File: src/rtl/alu_arbiter_pkg.sv
`default_nettype none
// ============================================================================
// Module   : alu_arbiter_pkg
// Purpose  : Shared width default, FSM state encoding and ALU op codes.
// Revision : 1.0 - initial release
// ============================================================================
package alu_arbiter_pkg;

  localparam int unsigned ALU_ARB_WIDTH = 4;

  typedef enum logic [1:0] {
    IDLE = 2'd0,
    EXEC = 2'd1,
    RESP = 2'd2
  } state_t;

  localparam logic [1:0] OP_AND = 2'b00;
  localparam logic [1:0] OP_OR  = 2'b01;
  localparam logic [1:0] OP_XOR = 2'b10;
  localparam logic [1:0] OP_ADD = 2'b11;

endpackage
`default_nettype wire

File: src/rtl/alu_arbiter_if.sv
`default_nettype none
// ============================================================================
// Module   : alu_arbiter_if
// Purpose  : Request/response channels of both requesters plus the ALU hookup.
// Revision : 1.0 - initial release
// ============================================================================
interface alu_arbiter_if #(
  parameter int unsigned WIDTH = 4
);
  logic             req0_valid;
  logic [WIDTH-1:0] req0_a;
  logic [WIDTH-1:0] req0_b;
  logic [1:0]       req0_op;
  logic             req0_ready;
  logic             req1_valid;
  logic [WIDTH-1:0] req1_a;
  logic [WIDTH-1:0] req1_b;
  logic [1:0]       req1_op;
  logic             req1_ready;
  logic             resp0_valid;
  logic             resp1_valid;
  logic [WIDTH-1:0] resp_data;
  logic             resp0_ready;
  logic             resp1_ready;
  logic [WIDTH-1:0] alu_a;
  logic [WIDTH-1:0] alu_b;
  logic [1:0]       alu_op;
  logic [WIDTH-1:0] alu_ans;
  logic [7:0]       gnt_cnt0;
  logic [7:0]       gnt_cnt1;

  // Master side: the two clients together with the external ALU.
  modport master (
    output req0_valid, req0_a, req0_b, req0_op,
    output req1_valid, req1_a, req1_b, req1_op,
    output resp0_ready, resp1_ready, alu_ans,
    input  req0_ready, req1_ready, resp0_valid, resp1_valid, resp_data,
    input  alu_a, alu_b, alu_op, gnt_cnt0, gnt_cnt1
  );

  modport slave (
    input  req0_valid, req0_a, req0_b, req0_op,
    input  req1_valid, req1_a, req1_b, req1_op,
    input  resp0_ready, resp1_ready, alu_ans,
    output req0_ready, req1_ready, resp0_valid, resp1_valid, resp_data,
    output alu_a, alu_b, alu_op, gnt_cnt0, gnt_cnt1
  );
endinterface
`default_nettype wire

File: src/rtl/alu_arbiter_rr_pick.sv
`default_nettype none
// ============================================================================
// Module   : alu_rr_pick
// Purpose  : Combinational two-way round-robin picker; favours !last_gnt on a tie.
// Revision : 1.0 - initial release
// ============================================================================
module alu_rr_pick (
  input  logic i_valid0,
  input  logic i_valid1,
  input  logic i_last_gnt,
  output logic o_gnt,
  output logic o_any
);

  assign o_any = i_valid0 | i_valid1;
  assign o_gnt = (i_valid0 & i_valid1) ? ~i_last_gnt : i_valid1;

endmodule
`default_nettype wire

File: src/rtl/alu_arbiter.sv
`default_nettype none
// ============================================================================
// Module   : alu_arbiter
// Purpose  : Round-robin sharing of one external ALU between two requesters.
//            Define ALU_ARB_CNT_EN to enable the saturating grant counters.
// Revision : 1.0 - initial release
// ============================================================================
module alu_arbiter
  import alu_arbiter_pkg::*;
#(
  parameter int unsigned WIDTH = ALU_ARB_WIDTH
) (
  input  logic         clk,
  input  logic         reset,
  alu_arbiter_if.slave bus
);

  state_t           r_state;
  state_t           w_state_nxt;
  logic [WIDTH-1:0] r_a;
  logic [WIDTH-1:0] r_b;
  logic [WIDTH-1:0] r_res;
  logic [1:0]       r_op;
  logic             r_id;
  logic             r_last_gnt;
  logic             w_gnt;
  logic             w_any;
  logic             w_ready0;
  logic             w_ready1;
  logic             w_req_hs;
  logic             w_resp_rdy;
  logic             w_resp_hs;

  alu_rr_pick u_pick (
    .i_valid0   (bus.req0_valid),
    .i_valid1   (bus.req1_valid),
    .i_last_gnt (r_last_gnt),
    .o_gnt      (w_gnt),
    .o_any      (w_any)
  );

  assign w_resp_rdy = r_id ? bus.resp1_ready : bus.resp0_ready;
  assign w_req_hs   = w_ready0 | w_ready1;
  assign w_resp_hs  = (r_state == RESP) & w_resp_rdy;

  // The winner is always valid, so offering ready already implies a handshake.
  always_comb begin
    w_state_nxt = r_state;
    w_ready0    = 1'b0;
    w_ready1    = 1'b0;
    case (r_state)
      IDLE: begin
        if (!reset && w_any) begin
          w_ready0    = ~w_gnt;
          w_ready1    = w_gnt;
          w_state_nxt = EXEC;
        end
      end
      EXEC:    w_state_nxt = RESP;
      RESP:    if (w_resp_rdy) w_state_nxt = IDLE;
      default: w_state_nxt = IDLE;
    endcase
  end

  always_ff @(posedge clk) begin
    if (reset) begin
      r_state    <= IDLE;
      r_a        <= '0;
      r_b        <= '0;
      r_op       <= 2'b00;
      r_id       <= 1'b0;
      r_res      <= '0;
      r_last_gnt <= 1'b1;
    end else begin
      r_state <= w_state_nxt;
      if (w_req_hs) begin
        r_a  <= w_gnt ? bus.req1_a  : bus.req0_a;
        r_b  <= w_gnt ? bus.req1_b  : bus.req0_b;
        r_op <= w_gnt ? bus.req1_op : bus.req0_op;
        r_id <= w_gnt;
      end
      if (r_state == EXEC) begin
        r_res <= bus.alu_ans;
      end
      if (w_resp_hs) begin
        r_last_gnt <= r_id;
      end
    end
  end

  assign bus.req0_ready  = w_ready0;
  assign bus.req1_ready  = w_ready1;
  assign bus.resp0_valid = (r_state == RESP) & ~r_id;
  assign bus.resp1_valid = (r_state == RESP) &  r_id;
  assign bus.resp_data   = r_res;
  assign bus.alu_a       = r_a;
  assign bus.alu_b       = r_b;
  assign bus.alu_op      = r_op;

`ifdef ALU_ARB_CNT_EN
  logic [7:0] r_cnt0;
  logic [7:0] r_cnt1;

  always_ff @(posedge clk) begin
    if (reset) begin
      r_cnt0 <= 8'h00;
      r_cnt1 <= 8'h00;
    end else begin
      if (w_ready0 && (r_cnt0 != 8'hFF)) r_cnt0 <= r_cnt0 + 8'd1;
      if (w_ready1 && (r_cnt1 != 8'hFF)) r_cnt1 <= r_cnt1 + 8'd1;
    end
  end

  assign bus.gnt_cnt0 = r_cnt0;
  assign bus.gnt_cnt1 = r_cnt1;
`else
  assign bus.gnt_cnt0 = 8'h00;
  assign bus.gnt_cnt1 = 8'h00;
`endif

endmodule
`default_nettype wire

File: src/flat_wrapper.sv
// flat-port wrapper written by rule: the top's interface ports become plain ports
module alu_arbiter_flat import alu_arbiter_pkg::*;
#(
  parameter int unsigned WIDTH = ALU_ARB_WIDTH
)
  (clk, reset, bus_req0_valid, bus_req0_a, bus_req0_b, bus_req0_op, bus_req1_valid, bus_req1_a, bus_req1_b, bus_req1_op, bus_resp0_ready, bus_resp1_ready, bus_alu_ans, bus_req0_ready, bus_req1_ready, bus_resp0_valid, bus_resp1_valid, bus_resp_data, bus_alu_a, bus_alu_b, bus_alu_op, bus_gnt_cnt0, bus_gnt_cnt1);
  alu_arbiter_if #(.WIDTH(WIDTH)) bus_i ();
  input  logic clk;
  input  logic reset;
  input wire logic [$bits(bus_i.req0_valid)-1:0] bus_req0_valid;
  input wire logic [$bits(bus_i.req0_a)-1:0] bus_req0_a;
  input wire logic [$bits(bus_i.req0_b)-1:0] bus_req0_b;
  input wire logic [$bits(bus_i.req0_op)-1:0] bus_req0_op;
  input wire logic [$bits(bus_i.req1_valid)-1:0] bus_req1_valid;
  input wire logic [$bits(bus_i.req1_a)-1:0] bus_req1_a;
  input wire logic [$bits(bus_i.req1_b)-1:0] bus_req1_b;
  input wire logic [$bits(bus_i.req1_op)-1:0] bus_req1_op;
  input wire logic [$bits(bus_i.resp0_ready)-1:0] bus_resp0_ready;
  input wire logic [$bits(bus_i.resp1_ready)-1:0] bus_resp1_ready;
  input wire logic [$bits(bus_i.alu_ans)-1:0] bus_alu_ans;
  output wire logic [$bits(bus_i.req0_ready)-1:0] bus_req0_ready;
  output wire logic [$bits(bus_i.req1_ready)-1:0] bus_req1_ready;
  output wire logic [$bits(bus_i.resp0_valid)-1:0] bus_resp0_valid;
  output wire logic [$bits(bus_i.resp1_valid)-1:0] bus_resp1_valid;
  output wire logic [$bits(bus_i.resp_data)-1:0] bus_resp_data;
  output wire logic [$bits(bus_i.alu_a)-1:0] bus_alu_a;
  output wire logic [$bits(bus_i.alu_b)-1:0] bus_alu_b;
  output wire logic [$bits(bus_i.alu_op)-1:0] bus_alu_op;
  output wire logic [$bits(bus_i.gnt_cnt0)-1:0] bus_gnt_cnt0;
  output wire logic [$bits(bus_i.gnt_cnt1)-1:0] bus_gnt_cnt1;
  assign bus_i.req0_valid = bus_req0_valid;
  assign bus_i.req0_a = bus_req0_a;
  assign bus_i.req0_b = bus_req0_b;
  assign bus_i.req0_op = bus_req0_op;
  assign bus_i.req1_valid = bus_req1_valid;
  assign bus_i.req1_a = bus_req1_a;
  assign bus_i.req1_b = bus_req1_b;
  assign bus_i.req1_op = bus_req1_op;
  assign bus_i.resp0_ready = bus_resp0_ready;
  assign bus_i.resp1_ready = bus_resp1_ready;
  assign bus_i.alu_ans = bus_alu_ans;
  assign bus_req0_ready = bus_i.req0_ready;
  assign bus_req1_ready = bus_i.req1_ready;
  assign bus_resp0_valid = bus_i.resp0_valid;
  assign bus_resp1_valid = bus_i.resp1_valid;
  assign bus_resp_data = bus_i.resp_data;
  assign bus_alu_a = bus_i.alu_a;
  assign bus_alu_b = bus_i.alu_b;
  assign bus_alu_op = bus_i.alu_op;
  assign bus_gnt_cnt0 = bus_i.gnt_cnt0;
  assign bus_gnt_cnt1 = bus_i.gnt_cnt1;
  alu_arbiter #(.WIDTH(WIDTH)) u_core (.clk(clk), .reset(reset), .bus(bus_i));
endmodule
File: config.mk
export PLATFORM = sky130hd
export DESIGN_NAME = alu_arbiter_flat
export DESIGN_NICKNAME = d
export VERILOG_FILES = /design/src/rtl/alu_arbiter_pkg.sv /design/src/rtl/alu_arbiter_if.sv /design/src/rtl/alu_arbiter_rr_pick.sv /design/src/rtl/alu_arbiter.sv /design/src/flat_wrapper.sv
export SDC_FILE = /design/constraint.sdc
export NUM_CORES = 1
export LEC_CHECK = 0
export CORE_MARGIN = 2
export CORE_UTILIZATION = 38
export CTS_BUF_LIST = sky130_fd_sc_hd__clkbuf_2 sky130_fd_sc_hd__clkbuf_4 sky130_fd_sc_hd__clkbuf_8
export CTS_CLUSTER_DIAMETER = 200
export DETAILED_ROUTE_END_ITERATION = 8
export HOLD_SLACK_MARGIN = 0.1
export PLACE_DENSITY = 0.95
export SYNTH_ARGS = -nofsm -noshare
export SYNTH_HDL_FRONTEND = slang
export SYNTH_SLANG_ARGS = --single-unit
File: constraint.sdc
create_clock -name clk -period 1.5 [get_ports clk]
set_clock_uncertainty 0.15 [all_clocks]
set_input_delay 0.3 -clock clk [delete_from_list [all_inputs] [get_ports clk]]
set_output_delay 0.3 -clock clk [all_outputs]
set_load 0.05 [all_outputs]
==> out/metrics.csv, run 1 <==
metric,value,unit
outcome,"complete, but fails checks",
failing checks,negative setup slack,
RSZ-0062 raised after global routing,true,
CTS Sinks,18,
row count,18,
initial antenna violation count,0,
starting DRC count in detailed routing,28,
HP Start,reset,
DIE WIDTH,55.9,um
WL per Instance,14.2,um
Die Height,55.9,um
share of layout cells above drive strength 1,36.1,%
largest net degree at the start of global routing,18,
Min Hold Slack,0.381,ns
WL final,2830,um
area occupied by multi-input gates,576,um2
Max Cap Viol,0,
"Seq/Total Area, Yosys",35.2,%
clock buffer depth,2,
Yosys Warn Count,0,
"Top FF cell, synth",dfxtp_1,
Pwr Density,908,nW/um2
Gate Count Post-Synth,113,
final hold vios,0,
Startpoint Class,flop,
P_leak,0.739,nW
Tcrit/Tclk final,117,%
r2r worst-path depth,6,
Worst-Skew Late Latency,0.30,ns
"Min Clock Period, post-route",1.75,ns
grt total ovfl,0,
total number of vias,978,
CP Max Fanout,4,
TritonCTS buffer count,3,
CTS root buf,clkbuf_4,
Reg-to-Reg End,u_core.bus.alu_a[2],
post-synth top area share,35.2,%
Nets,200,
VDD IR-drop max,0.592,mV
Setup-failing EPs final,14,
switching share of power,38.0,%
Final Max Slew Viols,0,
first-pass GRT wire length,4570,um
"top cells by count, synth","22 x nand2_1, 18 x dfxtp_1, 17 x buf_4",
Hold Path End,u_core.r_id,
Port Buffers,47,
GRT Resource Usage Total,18.8,%
clock share of power,19.2,%
CTS tree,yes,
Initial Util,40.6,%
Synth area leaders,"dfxtp_1 35%, a311oi_2 13%, buf_4 12%",
reg2reg start,u_core.r_state[1],
net switching power,0.614,mW
combinational power share,45.3,%
filler instances,192,
f_max,0.570,GHz
Placer Congestion,0.755,
sequential share of power,35.5,%
Layout area overhead,73.7,%
CP endpoint kind,output port,
die area,3130,um2
Clock Pin Slew Worst Setup and Hold Paths,0.11,ns
CP Class,reg -> out,
I/O pin count,64,
Post-synth EDFFs,0,
DP Wirelength,2190,um
Via density,4.91,
hold path depth,4,
vias in the first global route,940,
#FFs+latches synth,18,
CTS Hold Bufs,0,
most common cell in the netlist,nand2_1,
setup TNS,-1.58,ns
WP data required,1.05,ns
Min-Delay Path Class,in -> reg,
Post-Syn Area per Cell,9.07,um2
Internal Power,1.00,mW
Detail Route Antenna Nets,0,
DR DRC count,0,
reg2reg setup slack,-0.12,ns
dpl ws,-0.457,ns
min setup slack post-route,-0.254,ns
DR pass1 iterations,4,
Reg area,363,um2
WP data arrival,1.30,ns
Core Area,2520,um2
Netlist cell types,24,
Synth area leader,dfxtp_1,
H-tree depth,1,
Synth Cell Area,1020,um2
post-layout util,70.6,%
n_diodes,0,
Async SR Flop Fraction,0,%
layout make-up:
class	count	share of cell area (%)
clock buffers	4	2.04
well taps	30	2.11
flip-flops and latches	18	20.4
inverters	2	0.703
repair buffers	61	42.4
multi-input cells	84	32.3
registers in the layout (all words and copies together), names as in the netlist:
name                  cells
u_core.bus.resp_data      4
u_core.bus.alu_b          4
u_core.bus.alu_op         2
u_core.r_last_gnt         1
u_core.r_state            2
u_core.bus.alu_a          4
u_core.r_id               1
routing by layer:
| metal | vias up | wire (um) | share of wire [%] | track usage, % |
|---|---|---|---|---|
| met5 | - | 0 | 0 | 0 |
| met4 | 0 | 62 | 2.2 | 9.18 |
| met3 | 6 | 189 | 6.7 | 4.19 |
| met2 | 40 | 1530 | 54 | 32.7 |
| met1 | 465 | 1040 | 37 | 21.7 |
| li1 | 467 | - | - | - |
layout by cell type (no fill, tap or decap), drive strengths merged:
master and instances:
a21bo 2, nand3 1, a311oi 10, dlygate4sd2 3, nor2 5, nand2b 1, nor3 1, dfxtp 18
clkdlybuf4s50 26, or2 1, buf 32, clkbuf 4, nor2b 2, clkinvlp 1, nand2 22, a21boi 1
a21oi 14, and2 1, nand3b 1, conb 16, clkinv 1, mux2i 5, o21bai 1
worst max path at each step:
stage	cells after the start	start	endpoint	slack (ns)
3_3_place_gp	5	reset	bus_req0_ready	-0.41
2_1_floorplan	5	reset	bus_req1_ready	-0.01
6_report	4	u_core.r_state[1]	bus_req0_ready	-0.25
4_1_cts	4	u_core.r_state[1]	bus_req0_ready	-0.23
3_5_place_dp	5	bus_req1_valid	u_core.bus.alu_op[0]	-0.46
5_1_grt	4	u_core.r_state[1]	bus_req0_ready	-0.34
cells by family after synthesis:
group	Yosys count	synth area share, %
buf+inv	26	18.9
compound gates	28	24.7
other cells	1	0.366
simple gates	35	16.0
flops	18	35.2
mux	5	4.88
power by group through the flow:
stage | clock [mW] | sequential (mW) | combinational [mW]
floorplan | 0 | 0.678 | 0.339
global placement | 0 | 0.578 | 0.686
detailed placement | 0 | 0.581 | 0.707
CTS | 0.306 | 0.573 | 0.721
global route | 0.328 | 0.579 | 0.766
finish | 0.310 | 0.573 | 0.733
critical path, cell delays in order, from the launching register on:
cell and delay (ns):
dfxtp_2 0.36, nor3_4 0.28, nand2_2 0.12, nor2_4 0.11, buf_12 0.14
through the flow:
step | total power [mW] | area, um2 | instances
floorplan | 1.02 | 1120 | 128
global placement | 1.26 | 1680 | 190
detailed placement | 1.29 | 1680 | 190
CTS | 1.60 | 1760 | 197
global route | 1.67 | 1780 | 199
finish | 1.62 | 1780 | 199
what timing repair did:
action                                  in CTS  in global routing
setup buffers                                3                  2
endpoints found under the setup margin      14                 13
pin swaps                                    4                  3
gates resized for setup                     10                  2
No activity file was read; power rests on OpenSTA's default activity.
==> run 2, diff against run 1 <==
- CORE_UTILIZATION: 38 -> 37
- SYNTH_HIERARCHICAL: not set -> 1
==> run 2 against run 1 <==
  * The flow still finishes with violations (negative setup slack)
  * Via count shrank 12%
  * Utilization grew 0.48 points
  * Routed wire length shrank 18%
  * Cell area shrank 1.1%
  * Sequential share of layout area grew 0.37 points
  * Setup slack lost 0.027 ns
  * Clock power shrank 23%
  * Total power shrank 7.2%
  * Non-clock buffer count grew 1
  * Fmax shrank 1.5%
  * Sequential power shrank 2%
  * Critical endpoint unchanged
  * Largest cell class unchanged
  * Largest power group unchanged
  * Highest routed layer is now met3
==> out/metrics.csv, run 2 <==
metric,value,unit,change
initial antenna violation count,0,,unchanged
min setup slack post-route,-0.282,ns,-0.0273 ns
hold path depth,2,,-2
Gate Count Post-Synth,98,,-13%
WL final,2310,um,-18%
#FFs+latches synth,18,,unchanged
vias in the first global route,837,,-11%
Min Hold Slack,0.382,ns,+0.00130 ns
most frequent cells in the layout,"26 x clkdlybuf4s50_1, 20 x buf_12, 16 x mux2i_1, 16 x conb_1, 16 x dfxtp_1",,
Post-synth EDFFs,0,,unchanged
HP Start,u_core/bus.alu_b[0],,
Detail Route Antenna Nets,0,,unchanged
DP Wirelength,1810,um,-17%
clock share of power,16.0,%,-3.2 points
Min-Delay Path Class,reg -> reg,,
Max Cap Viol,0,,unchanged
reg2reg start,u_core/r_state[1],,
WL per Instance,12.5,um,-12%
"Seq/Total Area, Yosys",37.3,%,+2.1 points
first-pass GRT wire length,3670,um,-20%
combinational power share,46.4,%,+1.1 points
Post-Syn Area per Cell,9.86,um2,+8.7%
GRT Resource Usage Total,17.1,%,-1.7 points
Hold Path End,u_core/bus.alu_b[0],,
"Min Clock Period, post-route",1.78,ns,+0.0273 ns
Synth area leader,dfxtp_1,,
final hold vios,0,,unchanged
I/O pin count,64,,unchanged
Synth Cell Area,966,um2,-5.7%
P_leak,0.744,nW,+0.76%
n_diodes,0,,unchanged
VDD IR-drop max,0.726,mV,+23%
Placer Congestion,0.714,,-5.4%
Die Height,55.1,um,-1.5%
CP Class,reg -> out,,
failing checks,negative setup slack,,
crit path cell chain,"nor4b_4, nor2b_4, buf_12",,
Critical Path Slowest Stage Cell,dfxtp_2,,
outcome,"complete, but fails checks",,
share of layout cells above drive strength 1,34.8,%,-1.3 points
Worst-Skew Late Latency,0.29,ns,about the same
Synth area leaders,"dfxtp_1 37%, mux2i_1 17%, buf_4 13%",,
CP Max Fanout,3,,-1
WP data required,1.05,ns,about the same
die area,3040,um2,-3.0%
Initial Util,39.0,%,-1.6 points
sequential share of power,37.6,%,+2.1 points
row count,18,,unchanged
clock buffer depth,2,,unchanged
Yosys Warn Count,6,,+6
Layout area overhead,82.3,%,
CTS tree,yes,,
DR pass1 iterations,3,,-1
TritonCTS buffer count,3,,unchanged
grt total ovfl,0,,unchanged
CP endpoint kind,output port,,
Tcrit/Tclk final,119,%,+1.8 points
Netlist cell types,21,,-13%
"non-filler cells, final",185,,-7.0%
Async SR Flop Fraction,0,%,unchanged
starting DRC count in detailed routing,1,,-96%
setup TNS,-1.37,ns,+0.214 ns
total number of vias,857,,-12%
Final Max Slew Viols,0,,unchanged
Pwr Density,852,nW/um2,-6.2%
Internal Power,0.945,mW,-5.7%
r2r worst-path depth,6,,unchanged
CP max stage delay,0.36,ns,about the same
Startpoint Class,flop,,
CTS Hold Bufs,0,,unchanged
post-synth top area share,37.3,%,+2.1 points
RSZ-0062 raised after global routing,true,,
DR DRC count,0,,unchanged
largest net degree at the start of global routing,18,,unchanged
Setup-failing EPs final,15,,+1
switching share of power,37.0,%,-1.0 points
post-layout util,71.1,%,+0.48 points
"Top FF cell, synth",dfxtp_1,,
WP data arrival,1.33,ns,+0.03 ns
Reg-to-Reg End,u_core/r_id,,
Core Area,2480,um2,-1.8%
net switching power,0.555,mW,-9.6%
Via density,4.63,,-5.7%
H-tree depth,1,,unchanged
CTS Sinks,18,,unchanged
most common cell in the netlist,dfxtp_1,,
f_max,0.561,GHz,-1.5%
Power Total,1.50,mW,-7.2%
Port Buffers,47,,unchanged
Placed Cells incl. Taps,178,,-6.3%
Clock Pin Slew Worst Setup and Hold Paths,0.10,ns,about the same
"top cells by count, synth","18 x dfxtp_1, 17 x buf_4, 16 x mux2i_1, 16 x nor2_1, 7 x a211oi_2",,
"most common cell after layout, fill and taps aside",clkdlybuf4s50_1,,
reg2reg setup slack,-0.09,ns,+0.03 ns
DIE WIDTH,55.1,um,-1.5%
Nets,187,,-6.5%
CTS root buf,clkbuf_4,,
## run 2: cell count changes after synthesis, sizes merged, moves of 2 or more
cell / previous run / this run
a21oi: 14 / 1
a311oi: 10 / 0
clkbuf: 1 / 3
nand2: 22 / 1
buf: 23 / 20
inv: 2 / 0
a21bo: 2 / 0
a211oi: 0 / 10
mux2i: 5 / 16
nor2: 5 / 16
## run 2: critical path: cells and delay by family (launching register included)
kind | cells | cell delay (ns)
buffers and inverters | 1 | 0.14
DFF | 1 | 0.36
and+or+nand+nor | 2 | 0.54
## run 2: stage by stage
stage / worst slack (ns) / cell area (um2)
2_1_floorplan: -0.212 / 1050
3_3_place_gp: -0.487 / 1660
3_5_place_dp: -0.481 / 1660
4_1_cts: -0.284 / 1740
5_1_grt: -0.375 / 1760
6_report: -0.282 / 1760
## run 2: cell type report
| type | instances | area, um2 |
|---|---|---|
| timing repair buffer | 62 | 796 |
| fill | 181 | 717 |
| tap | 30 | 37.5 |
| clock buffer | 3 | 22.5 |
| sequential | 18 | 365 |
| multi-input combinational | 72 | 539 |
## run 2: worst max-delay path by stage
stage,startpoint,end,cells after the start
2_1_floorplan,reset,bus_req0_ready,4
3_5_place_dp,bus_req0_valid,bus_req0_ready,5
5_1_grt,u_core/r_state[1],bus_req0_ready,3
6_report,u_core/r_state[1],bus_req0_ready,3
4_1_cts,u_core/r_state[0],bus_req0_ready,3
3_3_place_gp,bus_req0_valid,bus_req0_ready,5
## run 2: metal layers
layer  wire, um  vias up  global-route usage, %
met5          0        -                      0
met4          0        0                   6.10
met3        253        0                   6.18
met2       1220       43                   31.0
met1        832      399                   18.2
li1           -      415                      -
## run 2: cell families after synthesis
family	after synthesis	synth area share [%]
simple gates	26	14.4
buf+inv	23	17.2
flops	18	37.3
mux	16	16.6
compound gates	14	14.1
other cells	1	0.388
## run 2: what timing repair did
| item | 4_1_cts | 5_1_grt |
|---|---|---|
| setup buffers | 3 | 2 |
| pin swaps | 4 | 4 |
| gates resized for setup | 14 | 5 |
| endpoints found under the setup margin | 15 | 15 |
## run 2: power by group through the flow
| stage | clock network [mW] | registers [mW] | logic [mW] |
|---|---|---|---|
| finish | 0.240 | 0.564 | 0.695 |
| global route | 0.269 | 0.569 | 0.734 |
| CTS | 0.250 | 0.564 | 0.688 |
| detailed placement | 0 | 0.574 | 0.661 |
| global placement | 0 | 0.572 | 0.648 |
| floorplan | 0 | 0.670 | 0.296 |
==> run 3, diff against run 2 <==
- CAP_MARGIN: not set -> 40
- PLACE_DENSITY: 0.95 -> not set
- PLACE_DENSITY_LB_ADDON: not set -> 0.15
- REMOVE_ABC_BUFFERS: not set -> 1
==> run 3 against run 2 <==
  * The run still ends with negative setup slack left
  * Final cell count is 4.3% higher
  * Die area unchanged
  * Fmax down 0.43%
  * Cell area up 9.9%
  * Critical endpoint unchanged
==> out/metrics.csv, run 3 (synthesis results as in run 2) <==
metric,value,unit,change
die area,3040,um2,unchanged
I/O pin count,64,,unchanged
f_max,0.559,GHz,-0.43%
outcome,"complete, but fails checks",,
GRT Resource Usage Total,18.4,%,+1.3 points
CP Class,reg -> out,,
n_diodes,0,,unchanged
buffers plus inverters on the worst setup path,1,,unchanged
RSZ-0062 raised after global routing,true,,
WP data required,1.05,ns,about the same
Nets,195,,+4.3%
Critical Path Slowest Stage Cell,dfxtp_2,,
Die Height,55.1,um,unchanged
Port Buffers,47,,unchanged
Layout area overhead,100,%,
VDD IR-drop max,0.624,mV,-14%
sequential share of power,35.4,%,-2.2 points
H-tree depth,1,,unchanged
WP data arrival,1.34,ns,about the same
vias in the first global route,820,,-2.0%
Via density,4.57,,-1.3%
TritonCTS buffer count,3,,unchanged
Clock Pin Slew Worst Setup and Hold Paths,0.10,ns,about the same
Worst-Skew Late Latency,0.29,ns,about the same
Final Max Slew Viols,0,,unchanged
min setup slack post-route,-0.289,ns,-0.00772 ns
CTS Hold Bufs,0,,unchanged
CP Max Fanout,3,,unchanged
failing checks,negative setup slack,,
initial antenna violation count,0,,unchanged
DP Wirelength,1760,um,-2.9%
clock share of power,15.3,%,-0.7 points
DR pass1 iterations,2,,-1
"Min Clock Period, post-route",1.79,ns,+0.00772 ns
crit path cell chain,"nor4b_4, nor2b_4, buf_12",,
row count,18,,unchanged
first-pass GRT wire length,3830,um,+4.3%
"most common cell after layout, fill and taps aside",clkdlybuf4s50_1,,
"CP delay by family, top",simple AND/OR/NAND/NOR gates,,
combinational power share,49.3,%,+2.9 points
net switching power,0.610,mW,+10%
Initial Util,39.0,%,unchanged
Core Area,2480,um2,unchanged
DIE WIDTH,55.1,um,unchanged
Internal Power,1.01,mW,+7.3%
Placer Congestion,0.607,,-15%
CP endpoint kind,output port,,
CP max stage delay,0.35,ns,about the same
share of layout cells above drive strength 1,44.8,%,+9.9 points
P_leak,0.818,nW,+9.8%
WL final,2870,um,+25%
clock buffer depth,2,,unchanged
Pwr Density,839,nW/um2,-1.4%
final hold vios,0,,unchanged
setup TNS,-1.70,ns,-0.335 ns
CTS Sinks,18,,unchanged
CTS root buf,clkbuf_4,,
most frequent cells in the layout,"26 x clkdlybuf4s50_1, 20 x buf_12, 16 x conb_1, 16 x dfxtp_1, 15 x mux2i_1",,
DR DRC count,0,,unchanged
switching share of power,37.6,%,+0.60 points
Startpoint Class,flop,,
filler instances,158,,-13%
Max Cap Viol,0,,unchanged
grt total ovfl,0,,unchanged
Tcrit/Tclk final,119,%,+0.51 points
largest net degree at the start of global routing,17,,-1
Power Total,1.62,mW,+8.3%
Min-Delay Path Class,in -> reg,,
WL per Instance,14.9,um,+19%
CTS tree,yes,,
Detail Route Antenna Nets,0,,unchanged
starting DRC count in detailed routing,3,,+2
Setup-failing EPs final,15,,unchanged
total number of vias,882,,+2.9%
run 3: area by class of cell:
cell class | count | area (um2) | area share [%]
Timing Repair Buffer | 70 | 920 | 47.5
Multi-Input combinational cell | 72 | 592 | 30.6
Sequential cell | 18 | 363 | 18.8
Tap cell | 30 | 37.5 | 1.94
Clock buffer | 3 | 22.5 | 1.16
run 3: per-stage QoR:
stage                     utilization (%)  worst slack, ns  hold slack [ns]  instances  cell area (um2)
after detailed placement             65.4           -0.545            0.362        177             1620
after global routing                 78.1           -0.397            0.280        193             1930
after floorplan                         -           -0.971            0.215         90              856
final                                78.1           -0.289            0.276        193             1930
after CTS                            72.4           -0.309            0.244        187             1790
after global placement               65.4           -0.528            0.361        177             1620
run 3: path summary, 6_finish.rpt:
check | slack, ns | depth (start not counted) | from | end
min reg2reg | 0.38 | 2 | u_core/r_last_gnt | u_core/r_last_gnt
max | -0.29 | 3 | u_core/r_state[1] | bus_req0_ready
min | 0.28 | 2 | reset | u_core/r_id
max reg2reg | -0.16 | 6 | u_core/r_state[1] | u_core/r_id
run 3: power groups by stage:
stage | sequential (mW) | combinational, mW | clock [mW]
6_report | 0.574 | 0.801 | 0.249
5_1_grt | 0.579 | 0.837 | 0.280
4_1_cts | 0.565 | 0.726 | 0.259
3_5_place_dp | 0.573 | 0.646 | 0
3_3_place_gp | 0.571 | 0.636 | 0
2_1_floorplan | 0.670 | 0.232 | 0
run 3: layer usage:
metal / vias to the layer above / track usage, % / share of wire [%]
li1: 432 / - / -
met1: 410 / 21.7 / 37
met2: 38 / 32.5 / 57
met3: 2 / 3.76 / 5.8
met4: 0 / 7.32 / 0.59
met5: - / 0 / 0
run 3: timing repair:
action                     in CTS  in global routing
resized for setup              20                 26
gates cloned                    2                  1
pin swaps                       7                  9
setup endpoints to repair      15                 15
buffers inserted                6                  6
